<file path="config.mk">
export PLATFORM = sky130hd
export DESIGN_NAME = mvb_last_vld_chan
export DESIGN_NICKNAME = d
export VERILOG_FILES = /design/src/rtl/mvb_last_vld_chan_pkg.sv /design/src/rtl/mvb_last_vld_chan_select.sv /design/src/rtl/mvb_last_vld_chan.sv
export SDC_FILE = /design/constraint.sdc
export NUM_CORES = 1
export LEC_CHECK = 0
export BUFFER_PORTS_ARGS = -buffer_cell sky130_fd_sc_hd__buf_4
export CAP_MARGIN = 30
export CORE_MARGIN = 4
export CORE_UTILIZATION = 40
export CTS_CLUSTER_DIAMETER = 40
export CTS_CLUSTER_SIZE = 20
export DETAILED_ROUTE_END_ITERATION = 8
export PLACE_DENSITY = 0.67
export SLEW_MARGIN = 10
export SYNTH_ARGS = -nofsm -noshare
export SYNTH_HDL_FRONTEND = slang
export SYNTH_SLANG_ARGS = --single-unit
</file>
<file path="constraint.sdc">
create_clock -name CLK -period 2 [get_ports CLK]
set_clock_uncertainty 0.15 [all_clocks]
set_input_delay 0.6 -clock CLK [delete_from_list [all_inputs] [get_ports CLK]]
set_output_delay 0.6 -clock CLK [all_outputs]
set_load 0.02 [all_outputs]
</file>
<file path="src/rtl/mvb_last_vld_chan_pkg.sv">
// Shared constants, implementation selector and a behavioural lookup reference
// for the per-channel MVB last-valid block (default geometry).
package mvb_last_vld_chan_pkg;

    localparam int DEF_ITEMS      = 4;
    localparam int DEF_ITEM_WIDTH = 8;
    localparam int DEF_CHANNELS   = 4;
    localparam int CHAN_W         = $clog2(DEF_CHANNELS);

    typedef enum logic [0:0] {
        SERIAL = 1'b0,
        PREFIX = 1'b1
    } impl_e;

    // Newest matching valid item at or below i wins, else the stored channel value.
    function automatic void lookup_ref(
        input  logic [DEF_ITEMS*DEF_ITEM_WIDTH-1:0]    data,
        input  logic [DEF_ITEMS*CHAN_W-1:0]            chan,
        input  logic [DEF_ITEMS-1:0]                   vld,
        input  logic [DEF_CHANNELS*DEF_ITEM_WIDTH-1:0] st_data,
        input  logic [DEF_CHANNELS-1:0]                st_flag,
        output logic [DEF_ITEMS*DEF_ITEM_WIDTH-1:0]    lk_data,
        output logic [DEF_ITEMS-1:0]                   lk_present
    );
        int c;
        bit found;
        lk_data    = '0;
        lk_present = '0;
        for (int i = 0; i < DEF_ITEMS; i++) begin
            c     = int'(chan[i*CHAN_W +: CHAN_W]);
            found = 1'b0;
            if (c < DEF_CHANNELS) begin
                for (int j = i; j >= 0; j--) begin
                    if (!found && vld[j] && int'(chan[j*CHAN_W +: CHAN_W]) == c) begin
                        lk_data[i*DEF_ITEM_WIDTH +: DEF_ITEM_WIDTH] = data[j*DEF_ITEM_WIDTH +: DEF_ITEM_WIDTH];
                        lk_present[i] = 1'b1;
                        found         = 1'b1;
                    end
                end
                if (!found) begin
                    lk_data[i*DEF_ITEM_WIDTH +: DEF_ITEM_WIDTH] = st_data[c*DEF_ITEM_WIDTH +: DEF_ITEM_WIDTH];
                    lk_present[i] = st_flag[c];
                end
            end
        end
    endfunction

endpackage

</file>
<file path="src/rtl/mvb_last_vld_chan_select.sv">
// Combinational per-item match/select network: per-item lookup of the newest
// value of its channel and per-channel update data for the register file.
module mvb_last_vld_chan_select
    import mvb_last_vld_chan_pkg::*;
#(
    parameter int    ITEMS      = 4,
    parameter int    ITEM_WIDTH = 8,
    parameter int    CHANNELS   = 4,
    parameter int    CW         = 2,
    parameter impl_e IMPL       = SERIAL
) (
    input  logic [ITEMS*ITEM_WIDTH-1:0]    rx_data,
    input  logic [ITEMS*CW-1:0]            rx_chan,
    input  logic [ITEMS-1:0]               rx_vld,
    input  logic [CHANNELS*ITEM_WIDTH-1:0] st_data,
    input  logic [CHANNELS-1:0]            st_flag,
    output logic [ITEMS*ITEM_WIDTH-1:0]    lk_data,
    output logic [ITEMS-1:0]               lk_present,
    output logic [CHANNELS*ITEM_WIDTH-1:0] upd_data,
    output logic [CHANNELS-1:0]            upd_vld
);

    logic [ITEM_WIDTH-1:0] d    [ITEMS];
    logic [CW-1:0]         ch   [ITEMS];
    logic                  ch_ok[ITEMS];
    logic [ITEM_WIDTH-1:0] sd   [CHANNELS];
    logic [CHANNELS-1:0]   hit  [ITEMS];

    for (genvar j = 0; j < ITEMS; j++) begin : g_unpack_item
        assign d[j]     = rx_data[j*ITEM_WIDTH +: ITEM_WIDTH];
        assign ch[j]    = rx_chan[j*CW +: CW];
        assign ch_ok[j] = ({1'b0, ch[j]} < (CW+1)'(CHANNELS));
    end

    for (genvar k = 0; k < CHANNELS; k++) begin : g_unpack_chan
        assign sd[k] = st_data[k*ITEM_WIDTH +: ITEM_WIDTH];
    end

    // Out-of-range channel indices never match any tracked channel.
    always_comb begin
        for (int j = 0; j < ITEMS; j++) begin
            hit[j] = '0;
            for (int k = 0; k < CHANNELS; k++) begin
                hit[j][k] = rx_vld[j] && (ch[j] == CW'(k));
            end
        end
    end

    if (IMPL == SERIAL) begin : g_serial
        always_comb begin
            lk_data    = '0;
            lk_present = '0;
            for (int i = 0; i < ITEMS; i++) begin
                if (ch_ok[i]) begin
                    lk_data[i*ITEM_WIDTH +: ITEM_WIDTH] = sd[ch[i]];
                    lk_present[i] = st_flag[ch[i]];
                    for (int j = 0; j <= i; j++) begin
                        if (rx_vld[j] && ch[j] == ch[i]) begin
                            lk_data[i*ITEM_WIDTH +: ITEM_WIDTH] = d[j];
                            lk_present[i] = 1'b1;
                        end
                    end
                end
            end
        end

        always_comb begin
            upd_data = '0;
            upd_vld  = '0;
            for (int k = 0; k < CHANNELS; k++) begin
                for (int j = 0; j < ITEMS; j++) begin
                    if (hit[j][k]) begin
                        upd_data[k*ITEM_WIDTH +: ITEM_WIDTH] = d[j];
                        upd_vld[k] = 1'b1;
                    end
                end
            end
        end
    end else begin : g_prefix
        localparam int LVLS = $clog2(ITEMS);

        // Kogge-Stone scan per channel; the right-hand (newer) valid operand wins.
        logic [ITEMS-1:0]      pv [LVLS+1][CHANNELS];
        logic [ITEM_WIDTH-1:0] pd [LVLS+1][CHANNELS][ITEMS];

        always_comb begin
            int src;
            for (int k = 0; k < CHANNELS; k++) begin
                for (int j = 0; j < ITEMS; j++) begin
                    pv[0][k][j] = hit[j][k];
                    pd[0][k][j] = hit[j][k] ? d[j] : '0;
                end
            end
            for (int l = 0; l < LVLS; l++) begin
                for (int k = 0; k < CHANNELS; k++) begin
                    for (int j = 0; j < ITEMS; j++) begin
                        src = (j >= (1 << l)) ? j - (1 << l) : j;
                        if (j >= (1 << l) && !pv[l][k][j]) begin
                            pv[l+1][k][j] = pv[l][k][src];
                            pd[l+1][k][j] = pd[l][k][src];
                        end else begin
                            pv[l+1][k][j] = pv[l][k][j];
                            pd[l+1][k][j] = pd[l][k][j];
                        end
                    end
                end
            end
        end

        always_comb begin
            lk_data    = '0;
            lk_present = '0;
            for (int i = 0; i < ITEMS; i++) begin
                if (ch_ok[i]) begin
                    if (pv[LVLS][ch[i]][i]) begin
                        lk_data[i*ITEM_WIDTH +: ITEM_WIDTH] = pd[LVLS][ch[i]][i];
                        lk_present[i] = 1'b1;
                    end else begin
                        lk_data[i*ITEM_WIDTH +: ITEM_WIDTH] = sd[ch[i]];
                        lk_present[i] = st_flag[ch[i]];
                    end
                end
            end
        end

        always_comb begin
            upd_data = '0;
            upd_vld  = '0;
            for (int k = 0; k < CHANNELS; k++) begin
                upd_vld[k] = pv[LVLS][k][ITEMS-1];
                upd_data[k*ITEM_WIDTH +: ITEM_WIDTH] = pd[LVLS][k][ITEMS-1];
            end
        end
    end

endmodule

</file>
<file path="src/rtl/mvb_last_vld_chan.sv">
// Per-channel MVB last-valid aggregator: channel register file, clear logic
// and the one-stage output register around the select network.
module mvb_last_vld_chan
    import mvb_last_vld_chan_pkg::*;
#(
    parameter int    ITEMS          = 4,
    parameter int    ITEM_WIDTH     = 8,
    parameter int    CHANNELS       = 4,
    parameter string IMPLEMENTATION = "serial",
    localparam int   CW             = $clog2(CHANNELS)
) (
    input  logic                        CLK,
    input  logic                        RESET,
    input  logic [ITEMS*ITEM_WIDTH-1:0] RX_DATA,
    input  logic [ITEMS*CW-1:0]         RX_CHAN,
    input  logic [ITEMS-1:0]            RX_VLD,
    input  logic                        RX_SRC_RDY,
    output logic                        RX_DST_RDY,
    output logic [ITEMS*ITEM_WIDTH-1:0] TX_DATA,
    output logic [ITEMS-1:0]            TX_PRESENT,
    output logic [ITEMS-1:0]            TX_VLD,
    output logic                        TX_SRC_RDY,
    input  logic                        TX_DST_RDY,
    input  logic [CW-1:0]               CLR_CHAN,
    input  logic                        CLR_VLD
);

    localparam impl_e IMPL = (IMPLEMENTATION == "prefix") ? PREFIX : SERIAL;

    logic [CHANNELS*ITEM_WIDTH-1:0] st_data_q;
    logic [CHANNELS-1:0]            st_flag_q;
    logic [ITEMS*ITEM_WIDTH-1:0]    lk_data;
    logic [ITEMS-1:0]               lk_present;
    logic [CHANNELS*ITEM_WIDTH-1:0] upd_data;
    logic [CHANNELS-1:0]            upd_vld;
    logic                           accept;

    assign RX_DST_RDY = TX_DST_RDY || !TX_SRC_RDY;
    assign accept     = RX_SRC_RDY && RX_DST_RDY;

    mvb_last_vld_chan_select #(
        .ITEMS      (ITEMS),
        .ITEM_WIDTH (ITEM_WIDTH),
        .CHANNELS   (CHANNELS),
        .CW         (CW),
        .IMPL       (IMPL)
    ) u_select (
        .rx_data    (RX_DATA),
        .rx_chan    (RX_CHAN),
        .rx_vld     (RX_VLD),
        .st_data    (st_data_q),
        .st_flag    (st_flag_q),
        .lk_data    (lk_data),
        .lk_present (lk_present),
        .upd_data   (upd_data),
        .upd_vld    (upd_vld)
    );

    always_ff @(posedge CLK) begin
        if (RESET) begin
            TX_SRC_RDY <= 1'b0;
            TX_DATA    <= '0;
            TX_PRESENT <= '0;
            TX_VLD     <= '0;
        end else if (accept) begin
            TX_SRC_RDY <= 1'b1;
            TX_DATA    <= lk_data;
            TX_PRESENT <= lk_present;
            TX_VLD     <= RX_VLD;
        end else if (TX_DST_RDY) begin
            TX_SRC_RDY <= 1'b0;
        end
    end

    // A same-cycle word update of the cleared channel takes priority: it is newer data.
    always_ff @(posedge CLK) begin
        if (RESET) begin
            st_data_q <= '0;
            st_flag_q <= '0;
        end else begin
            for (int k = 0; k < CHANNELS; k++) begin
                if (accept && upd_vld[k]) begin
                    st_data_q[k*ITEM_WIDTH +: ITEM_WIDTH] <= upd_data[k*ITEM_WIDTH +: ITEM_WIDTH];
                    st_flag_q[k] <= 1'b1;
                end else if (CLR_VLD && CLR_CHAN == CW'(k)) begin
                    st_flag_q[k] <= 1'b0;
                end
            end
        end
    end

endmodule

</file>
==> out/metrics.csv <==
stage,metric,value,unit
hold_path,hp-class,flop to flop,
routing,post-route-drc-count,0,
cts,cts_tree,yes,
outcome,status,completed,
pwr,total_power,5.10,mW
routing,vias_per_cell,6.51,
routing,drtIter0Drc,764,
logic_synthesis,synth_nets,726,
placed_design,hpwl,17.8,mm
sta,tns,0,ps
logic_synthesis,synth_top_cells_by_area,"dfxtp_1, mux4_2, nor2_1",
hold_path,min_from,TX_VLD[1],
sta,setup_viol,0,
final_layout,area_delta_synth_final,31.0,%
global_routing,gr-total-overflow,0,
placed_design,post-place-ws,-261,ps
logic_synthesis,synth_top_area_frac,0.266,
floorplan,rows,43,
hold_path,hold-path-cell-count,2,
pwr,power.leakage,3.02,nW
cts,clockBufferDepth,2,
logic_synthesis,synth_cell_types,60,
floorplan,die_w,128,um
logic_synthesis,netlist_area,0.00579,mm2
sta,fmax,0.518,GHz
cts,cts_buffers,9,
logic_synthesis,synth_edf_count,0,
sta,tightest_slew,619,ps
worst_setup_path,cpMaxStageDelayCell,or3b_2,
cts,path_clk_slew,70,ps
worst_setup_path,cp_cell_sequence,buf_4 -> or3b_2 -> nand2_1 -> o221ai_1 -> a221oi_2 -> nor3_1,
worst_setup_path,critical-path-max-stage-delay,560,ps
sta,hold_viol,0,
logic_synthesis,synth-seq-area-share,0.266,
global_routing,grt_start_max_net_pins,52,
logic_synthesis,ys_ff_latch,77,
final_layout,drive_above_1_share,0.330,
logic_synthesis,async_flop_share,0,
pwr,powerDensity,672,mW/mm2
worst_setup_path,crit_fanout,7,
routing,wl,23.0,mm
floorplan,die_h,128,um
routing,dr.pass1.iters,5,
sta,fin_crit,1930,ps
final_layout,design_area,0.00759,mm2
placed_design,placed_area,0.00726,mm2
global_routing,grt_pass1_vias,6216,
worst_setup_path,crit_type,input port to flop,
worst_setup_path,critPathLaunchType,input port,
logic_synthesis,ys.flop_type,dfxtp_1,
pwr,peakVddDrop,0.421,mV
worst_setup_path,required,2080,ps
placed_design,portBuffers,92,
run,maxCapViolCount,0,
placed_design,place.gp.congestion,0.969,
cts,cts.sinks,77,
final_layout,stdcell_count,1000,
logic_synthesis,post-synth-top-count-cell,nor2_1,
cts,clk_latency,350,ps
logic_synthesis,synthTopCellsByCount,"nor2_1, dfxtp_1, o21ai_0",
final_layout,nNetsFinal,866,
sta,grt_setup_unrepaired,no,
worst_setup_path,reg2reg_depth,4,
logic_synthesis,yosysWarnings,0,
worst_setup_path,arrival,2010,ps
cts,cts.repair.resized,0,
global_routing,grt_pass1_wl,35.2,mm
worst_setup_path,r2r-start,st_data_q[1],
sta,finalMaxSlewViolations,0,
global_routing,grtUsageTotal,0.275,
global_routing,antenna_found_initial,0,
routing,drtAntennaViolNets,0,
sta,fin_crit_sh,0.965,
worst_setup_path,crit_start,RX_CHAN[2],
sta,worst_slack,69.4,ps
cts,cts-root-buf,clkbuf_16,
routing,vias,6511,
floorplan,die_area,0.0165,mm2
logic_synthesis,avgSynthCellArea,8.58,um2
floorplan,ios,93,
logic_synthesis,synth_top_cell_by_area,dfxtp_1,
placed_design,dp_cells,983,
worst_setup_path,worst_setup_path_end_kind,flop,
floorplan,start_util,0.413,
cts,ctsHtreeMaxLevel,3,
routing,routedWlPerCell,23.0,um
logic_synthesis,synth_cells,675,
sta,relSlewSlack,0.586,
floorplan,core,0.0140,mm2
final_layout,diodes,0,
cts,hold_buffers,0,
## sequential cells by signal, summed over array words and instances (netlist names)
register / count
TX_PRESENT: 4
TX_VLD: 4
st_data_q: 32
TX_DATA: 32
st_flag_q: 4
TX_SRC_RDY: 1
## routing by layer
metal / up-vias / part of all wire / GRT usage
li1: 2915 / - / -
met1: 3074 / 0.40 / 0.374
met4: 0 / 0.023 / 0.0880
met2: 466 / 0.45 / 0.431
met5: - / 0 / 0
met3: 56 / 0.13 / 0.0677
## logic make-up after synthesis
family,synth area share
and+or+nand+nor,0.208
AOI/OAI and AO/OA,0.252
DFF,0.266
buffers and inverters,0.0715
muxes,0.184
xor gates and xnor gates,0.0181
## final cells by class
cell class	instances	area (um2)
clock buffer	11	253
clock inverter	5	67.6
fill	1308	6450
inverter	5	18.8
multi-input combinational	528	3890
sequential	77	1540
tap	180	225
timing repair buffer	194	1590
## critical path: cells and delay by family
family          cells  cell delay [ps]
simple gates        3              860
buf+inv             1              120
compound gates      2              420
## report_power, final
group	switching, mW	internal (mW)
Clock	0.721	1.05
Combinational	0.848	0.704
Sequential	0.120	1.66
Total	1.69	3.42
## stage by stage
step	utilization	hold WS, ps
after floorplan	-	329
after global placement	0.517	297
after detailed placement	0.517	309
after CTS	0.540	318
after global routing	0.541	340
final	0.541	313
## worst paths after layout
check                       to  slack (ps)
hold / removal       TX_VLD[1]         310
setup / recovery  st_data_q[7]          70
setup reg to reg   TX_DATA[25]         210
hold reg to reg      TX_VLD[1]         310
## placed cells by master (no fill, tap or decap), types with 16 or more instances in the layout
master and instances:
buf_4 183, nor2_1 85, dfxtp_1 77, o21ai_0 51
a21oi_1 46, nand2_1 42, nor3_1 36, mux4_2 29
a211oi_1 25, a31oi_1 22, nand4_1 18, o221ai_1 16
## timing repair
action,in CTS,in global routing
hold endpoints to repair,0,0
buffers inserted,0,1
endpoints found under the setup margin,0,1
Power figures use the tool's default switching activity.
